===== src/rtl/signed_seg_display_if.sv =====
// rtl/signed_seg_display_if.sv - capture handshake between the signed datapath and the display stage
interface signed_seg_display_if;
  logic [7:0] din;
  logic       din_valid;
  logic       busy;

  modport master (output din, output din_valid, input busy);
  modport slave  (input din, input din_valid, output busy);
endinterface


===== src/rtl/signed_seg_display.sv =====
// rtl/signed_seg_display.sv - signed 8-bit value to sign + 3 BCD digits on a 4-digit muxed 7-segment display
module signed_seg_display #(
  parameter int REFRESH_DIV = 50000,
  parameter bit ACTIVE_LOW  = 1'b1
) (
  input  logic                  clk,
  input  logic                  rst,
  signed_seg_display_if.slave   bus,
  output logic [3:0]            an,
  output logic [6:0]            seg,
  output logic                  dp
);

  localparam int CW = (REFRESH_DIV > 2) ? $clog2(REFRESH_DIV) : 1;
  localparam logic [CW-1:0] CNT_LAST = CW'(REFRESH_DIV - 1);

  localparam logic [3:0] SYM_DASH  = 4'd10;
  localparam logic [3:0] SYM_BLANK = 4'd11;

  typedef enum logic [1:0] {
    IDLE = 2'd0,
    CONV = 2'd1,
    LOAD = 2'd2
  } state_t;

  state_t      state, state_nxt;
  logic [19:0] sh;
  logic [19:0] sh_adj;
  logic [19:0] sh_shift;
  logic [2:0]  step;
  logic        sign_r;
  logic [7:0]  mag_in;

  logic        disp_sign;
  logic [3:0]  disp_h, disp_t, disp_o;

  logic [CW-1:0] cnt;
  logic [1:0]    idx;
  logic [3:0]    sym;
  logic [3:0]    an_nxt;
  logic [3:0]    an_r;
  logic [6:0]    seg_r;

  function automatic logic [3:0] dd_adj(input logic [3:0] n);
    return (n >= 4'd5) ? n + 4'd3 : n;
  endfunction

  // internal codes are active-low; polarity is applied once at the pins
  function automatic logic [6:0] seg_code(input logic [3:0] s);
    case (s)
      4'd0:    return 7'b1000000;
      4'd1:    return 7'b1111001;
      4'd2:    return 7'b0100100;
      4'd3:    return 7'b0110000;
      4'd4:    return 7'b0011001;
      4'd5:    return 7'b0010010;
      4'd6:    return 7'b0000010;
      4'd7:    return 7'b1111000;
      4'd8:    return 7'b0000000;
      4'd9:    return 7'b0010000;
      4'd10:   return 7'b0111111;
      default: return 7'b1111111;
    endcase
  endfunction

  assign mag_in   = bus.din[7] ? (~bus.din + 8'd1) : bus.din;
  assign sh_adj   = {dd_adj(sh[19:16]), dd_adj(sh[15:12]), dd_adj(sh[11:8]), sh[7:0]};
  assign sh_shift = sh_adj << 1;
  assign bus.busy = (state != IDLE);

  always_ff @(posedge clk or posedge rst) begin
    if (rst) state <= IDLE;
    else     state <= state_nxt;
  end

  always_comb begin
    state_nxt = state;
    case (state)
      IDLE:    if (bus.din_valid) state_nxt = CONV;
      CONV:    if (step == 3'd7) state_nxt = LOAD;
      LOAD:    state_nxt = IDLE;
      default: state_nxt = IDLE;
    endcase
  end

  always_ff @(posedge clk or posedge rst) begin
    if (rst) begin
      sh        <= '0;
      step      <= '0;
      sign_r    <= 1'b0;
      disp_sign <= 1'b0;
      disp_h    <= '0;
      disp_t    <= '0;
      disp_o    <= '0;
    end else begin
      case (state)
        IDLE: begin
          if (bus.din_valid) begin
            sign_r <= bus.din[7];
            sh     <= {12'd0, mag_in};
            step   <= '0;
          end
        end
        CONV: begin
          sh   <= sh_shift;
          step <= step + 3'd1;
        end
        LOAD: begin
          disp_sign <= sign_r;
          disp_h    <= sh[19:16];
          disp_t    <= sh[15:12];
          disp_o    <= sh[11:8];
        end
        default: ;
      endcase
    end
  end

  always_ff @(posedge clk or posedge rst) begin
    if (rst) begin
      cnt <= '0;
      idx <= '0;
    end else if (cnt == CNT_LAST) begin
      cnt <= '0;
      idx <= idx + 2'd1;
    end else begin
      cnt <= cnt + 1'b1;
    end
  end

  // leading-zero blanking: tens only blank when hundreds are blank too
  always_comb begin
    sym    = SYM_BLANK;
    an_nxt = ~(4'b0001 << idx);
    case (idx)
      2'd0: sym = disp_o;
      2'd1: sym = (disp_h == 4'd0 && disp_t == 4'd0) ? SYM_BLANK : disp_t;
      2'd2: sym = (disp_h == 4'd0) ? SYM_BLANK : disp_h;
      2'd3: sym = disp_sign ? SYM_DASH : SYM_BLANK;
      default: sym = SYM_BLANK;
    endcase
  end

  always_ff @(posedge clk or posedge rst) begin
    if (rst) begin
      an_r  <= 4'b1110;
      seg_r <= 7'b1000000;
    end else begin
      an_r  <= an_nxt;
      seg_r <= seg_code(sym);
    end
  end

  assign an  = ACTIVE_LOW ? an_r  : ~an_r;
  assign seg = ACTIVE_LOW ? seg_r : ~seg_r;
  assign dp  = ACTIVE_LOW ? 1'b1  : 1'b0;

endmodule


===== src/flat_wrapper.sv =====
// flat-port wrapper written by rule: the top's interface ports become plain ports
module signed_seg_display_flat 
#(
  parameter int REFRESH_DIV = 50000,
  parameter bit ACTIVE_LOW  = 1'b1
)
  (clk, rst, an, seg, dp, bus_din, bus_din_valid, bus_busy);
  signed_seg_display_if bus_i ();
  input  logic clk;
  input  logic rst;
  output logic [3:0] an;
  output logic [6:0] seg;
  output logic dp;
  input wire logic [$bits(bus_i.din)-1:0] bus_din;
  input wire logic [$bits(bus_i.din_valid)-1:0] bus_din_valid;
  output wire logic [$bits(bus_i.busy)-1:0] bus_busy;
  assign bus_i.din = bus_din;
  assign bus_i.din_valid = bus_din_valid;
  assign bus_busy = bus_i.busy;
  signed_seg_display #(.REFRESH_DIV(REFRESH_DIV), .ACTIVE_LOW(ACTIVE_LOW)) u_core (.clk(clk), .rst(rst), .bus(bus_i), .an(an), .seg(seg), .dp(dp));
endmodule

===== config.mk =====
export PLATFORM = sky130hd
export DESIGN_NAME = signed_seg_display_flat
export DESIGN_NICKNAME = d
export VERILOG_FILES = /design/src/rtl/signed_seg_display_if.sv /design/src/rtl/signed_seg_display.sv /design/src/flat_wrapper.sv
export SDC_FILE = /design/constraint.sdc
export NUM_CORES = 1
export LEC_CHECK = 0
export ABC_AREA = 1
export BUFFER_PORTS_ARGS = -buffer_cell sky130_fd_sc_hd__buf_2
export CAP_MARGIN = 25
export CORE_MARGIN = 2
export CORE_UTILIZATION = 53
export CTS_CLUSTER_DIAMETER = 200
export DETAILED_ROUTE_END_ITERATION = 10
export GPL_TIMING_DRIVEN = 0
export PLACE_DENSITY = 0.8
export SLEW_MARGIN = 25
export SYNTH_ARGS = -nofsm -noshare
export SYNTH_HDL_FRONTEND = slang
export SYNTH_SLANG_ARGS = --single-unit

===== constraint.sdc =====
create_clock -name clk -period 4.3 [get_ports clk]
set_input_delay 1.29 -clock clk [delete_from_list [all_inputs] [get_ports clk]]
set_output_delay 1.29 -clock clk [all_outputs]
set_load 0.01 [all_outputs]

# [Word-level counts from Yosys, hierarchy flattened]
# Memories as Yosys holds them, arrays and structs flattened. A register that Yosys moved wholly into a read port is not among the register bits.
# Index checks and enable logic that the tools add are counted.
[totals] reg_bits=61 latchBits=0 mem_bits_rw=0 mem_bits_ro=112 output_inout_bits=13 memories=1
[mem_list] name="(no name shown)" depth=16 word_bits=7 read_ports=1 rd_ports_with_merged_regs=1 write_ports=0 line="signed_seg_display.sv:50" rtl="case (s)"
[op_classes] n_addsub=7 n_mul=0 div=0 n_lt_le_gt_ge=3 eq_ne=9 n_shift=1 muxes=16 bitwise_logic=2 n_reduce_logical=10
[op_table] cell="20-bit one-hot mux with 2 select lines" n=1
[op_table] cell="20-bit 2-to-1 mux" n=1
[op_table] cell="16-bit by 1-bit adder with 16-bit output (second input constant)" n=1
[op_table] cell="16-bit == test (second input constant)" n=1
[op_table] cell="16-bit 2-to-1 mux" n=1
[op_table] cell="4-bit 2-to-1 mux" n=4
[op_table] cell="4-bit one-hot mux with 4 select lines" n=1
[op_table] cell="4-bit by 3-bit >= comparator with 1-bit output (second input constant)" n=3
[op_table] cell="4-bit by 2-bit adder with 4-bit output (second input constant)" n=2
[op_table] cell="8-bit by 1-bit adder with 8-bit output (second input constant)" n=1
[op_table] cell="4-bit logical NOT" n=2
[op_table] cell="8-bit 2-to-1 mux" n=1
[op_table] cell="8-bit NOT" n=1
[op_table] cell="2-bit == test (second input constant)" n=3
[op_table] cell="3-bit 2-to-1 mux" n=2
[op_table] cell="3-bit one-hot mux with 2 select lines" n=1
[op_table] cell="2-bit AND reduction" n=3
[op_table] cell="2-bit by 1-bit == test with 1-bit output (second input constant)" n=2
[op_table] cell="2-bit logical NOT" n=2
[op_table] cell="2-bit 2-to-1 mux" n=2
[op_table] cell="4-bit NOT" n=1
[op_table] cell="2-bit one-hot mux with 2 select lines" n=1
[op_table] cell="2-bit nonzero test" n=2
[op_table] cell="1-bit by 2-bit << shifter with 4-bit output (first input constant)" n=1
[op_table] cell="8 further kinds" n=8

# [Logic depth before layout (Yosys ltp)]
[depth] word_depth=5 depth_mapped=13 depth_no_buf=13

# [Worst setup path after synthesis]
# No wires, ideal clock.
[synth_timing] path_kind="input port to flip-flop" start="in bus_din[0]" end="reg u_core.sh[6]" arrival_time_ns=2.005 path_slack_ns=2.164 stages=8 path_cell_list="inv_1 > ha_1 > inv_1 > nor3_1 > nand2_1 > nand2_1 > xor2_1 > o21ai_0"
[synth_via] elab_chain_cells=5
[synth_lines] item="start, declared" line="flat_wrapper.sv:14" rtl="input wire logic [$bits(bus_i.din)-1:0] bus_din;"
[synth_lines] item="8-bit NOT" line="signed_seg_display.sv:66" rtl="assign mag_in = bus.din[7] ? (~bus.din + 8'd1) : bus.din;"
[synth_lines] item="8-bit by 1-bit adder with 8-bit output" line="signed_seg_display.sv:66"
[synth_lines] item="8-bit 2-to-1 mux" line="signed_seg_display.sv:66"
[synth_lines] item="20-bit 2-to-1 mux" line="signed_seg_display.sv:98" rtl="if (bus.din_valid) begin"
[synth_lines] item="20-bit one-hot mux with 2 select lines" line="signed_seg_display.sv:96" rtl="case (state)"
[synth_lines] item="end signal, assigned" line="signed_seg_display.sv:100" rtl="sh <= {12'd0, mag_in};"
[synth_lines] item="end signal, assigned" line="signed_seg_display.sv:105" rtl="sh <= sh_shift;"
[synth_lines] item="end, declared" line="signed_seg_display.sv:27" rtl="logic [19:0] sh;"
# No other way between the ends. The select of a mux whose other input is x is not followed.
# A chain may end at the register's enable or synchronous reset.

# [Worst setup path in the final report]
[layout_timing] start="reg u_core.state[1]" end="out bus_busy"
[layout_via] elab_chain_cells=1
[layout_lines] item="start, declared" line="signed_seg_display.sv:26" rtl="state_t state, state_nxt;"
[layout_lines] item="start signal, assigned" line="signed_seg_display.sv:73" rtl="else state <= state_nxt;"
[layout_lines] item="2-bit nonzero test" line="signed_seg_display.sv:69" rtl="assign bus.busy = (state != IDLE);"
[layout_lines] item="end, declared" line="flat_wrapper.sv:16" rtl="output wire logic [$bits(bus_i.busy)-1:0] bus_busy;"
# No other way between the ends.

==> impl_metrics.env <==
export IMPL_crit_slowest_cell="dfrtp_1"
export IMPL_ant_nets=0
export IMPL_arrival_ps=1070
export IMPL_utilization_pct=61.1
export IMPL_cts_htree_levels=3
export IMPL_netlist_instances=397
export IMPL_drive_above_1_share_pct=15.4
export IMPL_wire_per_inst_um=11.7
export IMPL_ys_seq_area_share_pct=49.5
export IMPL_clk_pin_slew_worst_paths_ps=80
export IMPL_rows=29
export IMPL_power_frac_comb_pct=36.7
export IMPL_reg2reg_depth=12
export IMPL_min_period_ps=2360
export IMPL_numPortBuffers=22
export IMPL_yosys_top_cells_area="dfrtp_1, nand2_1, o21ai_0"
export IMPL_internal_power_uw=1430
export IMPL_rrSetupSlack_ps=2270
export IMPL_power_density_nw_per_um2=592
export IMPL_regToRegEndpoint="u_core.seg[3]"
export IMPL_dp_hpwl_mm=4.36
export IMPL_layoutNonFillerInstCount=513
export IMPL_gp_congestion=0.832
export IMPL_ys_ff_latch=68
export IMPL_synth_fp_nets=426
export IMPL_cts_tree="yes"
export IMPL_cts_buffer_depth=2
export IMPL_hold_path_class="reg -> reg"
export IMPL_swShare_pct=37.4
export IMPL_synth_top_area_share_pct=46.5
export IMPL_grt_pass1_vias=2604
export IMPL_max_clock_freq_mhz=423
export IMPL_die_y_um=84.6
export IMPL_worst_slack_ps=1940
export IMPL_dieArea_um2=7160
export IMPL_post_route_period_util_pct=54.9
export IMPL_p_leak_uw=0.00196
export IMPL_num_antenna_cells=0
export IMPL_slew_headroom_pct=65.0
export IMPL_setup_violations=0
export IMPL_cts_hold_fix_buffers=0
export IMPL_vias=2623
export IMPL_power_switching_uw=855
export IMPL_fillers=574
export IMPL_placed_cells=497
export IMPL_worstPathMaxFanout=3
export IMPL_maxCapViolCount=0
export IMPL_drv_slew=0
export IMPL_wl_mm=5.98
export IMPL_startpoint="u_core.state[1]"
export IMPL_endpoint="bus_busy"
export IMPL_grt_ovfl_total=0
export IMPL_numCtsBuffers=9
export IMPL_initialDrtViolationCount=71
export IMPL_max_stage_delay_ps=390
export IMPL_grt_max_degree=46
export IMPL_startpoint_type="flop"
export IMPL_finalHoldViolCount=0
export IMPL_cp_cell_sequence="nor2_1, inv_1, buf_2"
export IMPL_reg2reg_from="u_core.idx[0]"
export IMPL_core_area_um2=6310
export IMPL_grt_use_total_pct=19.3
export IMPL_path_depth=3
export IMPL_firstDrtPassIters=4
export IMPL_critPathKind="reg -> out"
export IMPL_area_delta_synth_final_pct=12.0
export IMPL_cp_data_required_time_ps=3010
export IMPL_rsz0062_at_grt="false"
export IMPL_vdd_drop_max_mv=0.321
export IMPL_syn_avg_cell_area_um2=8.68
export IMPL_grt_pass1_wl_mm=11.2
export IMPL_drc=0
export IMPL_seq_power_share_pct=41.3
export IMPL_syn_area_um2=3450
export IMPL_fin_tns_setup_ps=0
export IMPL_post_cts_buffers=0
export IMPL_worstMarginPinSlew_ps=521
export IMPL_synth_warnings=0
export IMPL_start_util_pct=54.6
export IMPL_antenna_found_initial=0
export IMPL_dp_slack_ps=1870
export IMPL_clkPwrFrac_pct=22.0
export IMPL_cts_sinks=68
export IMPL_die_w_um=84.6
export IMPL_worst_clock_skew_ps=10.1
export IMPL_cts_resized=0
export IMPL_cp_end_kind="output pin"
export IMPL_yosysUniqueCellTypes=34
export IMPL_pin_count=24
export IMPL_critPathBufInv=2
export IMPL_nNetsFinal=460
export IMPL_yosysTopAreaCell="dfrtp_1"
export IMPL_cts_root_buf="clkbuf_8"
export IMPL_outcome="completed"
export IMPL_clock_latency_ps=350
export IMPL_critical_path_top_delay_family="flip-flops"
export IMPL_via_per_inst=5.11
==> routing by layer <==
layer	GRT usage (%)	share of wire, %	vias up
li1	-	-	1343
met1	24.2	47	1219
met2	32.4	47	48
met3	2.95	3.1	13
met4	9.96	2.6	0
met5	0	0	-
==> flip-flops by register name, indices dropped and copies added, names as in the netlist <==
name	count
u_core.step	3
u_core.cnt	16
u_core.idx	2
u_core.disp_sign	1
u_core.sign_r	1
u_core.disp_t	4
u_core.seg	7
u_core.disp_h	4
u_core.disp_o	4
u_core.sh	20
u_core.state	2
u_core.an	4
==> per-stage QoR <==
step                hold WS [ps]  area (um^2)  power, uW
finish                       481         3860       2280
global route                 493         3860       2500
CTS                          479         3860       2300
detailed placement           463         3670       1790
global placement             459         3650       1740
floorplan                    438         3450       1570
==> worst min path at each step <==
stage,slack [ps],from,end,cells past startpoint
global placement,460,u_core.cnt[15],u_core.cnt[15],1
global route,490,u_core.cnt[15],u_core.cnt[15],1
floorplan,440,u_core.cnt[15],u_core.cnt[15],1
finish,480,u_core.cnt[15],u_core.cnt[15],1
CTS,480,u_core.cnt[15],u_core.cnt[15],1
detailed placement,460,u_core.cnt[15],u_core.cnt[15],1
==> cell type report <==
type	count	area, um^2	share of cell area [%]
clock buffer	11	131	3.40
inverter	64	243	6.29
tap	77	96.3	2.50
clock inverter	5	52.6	1.36
multi-input combinational	258	1470	38.0
sequential	68	1710	44.2
timing repair buffer	23	130	3.37
buffer	7	33.8	0.875
==> synthesized netlist by cell type <==
cell type	instances
or2_2	4
nand4_2	1
o21ai_2	2
o21ai_0	51
nor2_2	2
a22o_1	2
nor2_1	28
dfstp_2	4
nand3_1	15
xor2_1	10
inv_2	1
inv_1	63
nand2_2	2
o32ai_1	2
dfrtp_1	64
nand2_1	80
nand3_2	3
o21ai_1	1
o22ai_1	3
nand3_4	1
nor3_1	4
o41ai_1	1
a21oi_1	9
buf_2	3
conb_1	1
a21oi_4	1
nand4_1	3
a22oi_1	6
a31oi_1	2
o211ai_1	2
buf_4	1
nor2_4	4
ha_1	18
clkbuf_1	3
==> cells by family (layout without fill, tap and decap cells) <==
kind of cell | after synthesis | in the layout | share of synthesized area, %
compound gates | 82 | 82 | 13.8
flops | 68 | 68 | 49.5
other cells | 1 | 1 | 0.109
simple gates | 147 | 147 | 19.6
xor+xnor | 10 | 10 | 2.54
fa+ha+maj | 18 | 18 | 6.54
buf+inv | 71 | 110 | 7.95
==> power groups by stage <==
stage,combinational (uW),sequential (uW),clock (uW)
after floorplan,624,946,0
after global placement,795,946,0
after detailed placement,833,954,0
after CTS,840,942,516
after global routing,988,973,540
final,837,942,503
==> layout by cell type (no fill, tap or decap) <==
| cell | n |
|---|---|
| nand2_1 | 80 |
| dfrtp_1 | 64 |
| inv_1 | 62 |
| o21ai_0 | 51 |
| nor2_1 | 28 |
| buf_2 | 25 |
| ha_1 | 18 |
| nand3_1 | 15 |
| xor2_1 | 10 |
| a21oi_1 | 9 |
| clkbuf_8 | 9 |
| a22oi_1 | 6 |
| clkbuf_1 | 5 |
| or2_2 | 4 |
| nor2_4 | 4 |
| nor3_1 | 4 |
| dfstp_2 | 4 |
| nand4_1 | 3 |
| nand3_2 | 3 |
| o22ai_1 | 3 |
| clkinv_2 | 3 |
| a22o_1 | 2 |
| o21ai_2 | 2 |
| nand2_2 | 2 |
| o211ai_1 | 2 |
| nor2_2 | 2 |
| a31oi_1 | 2 |
| o32ai_1 | 2 |
| a21oi_4 | 1 |
| o21ai_1 | 1 |
| nand3_4 | 1 |
| nand4_2 | 1 |
| inv_2 | 1 |
| inv_4 | 1 |
| o41ai_1 | 1 |
| buf_4 | 1 |
| conb_1 | 1 |
| clkinvlp_4 | 1 |
| bufinv_16 | 1 |
| buf_12 | 1 |
No activity file was read; power rests on OpenSTA's default activity.
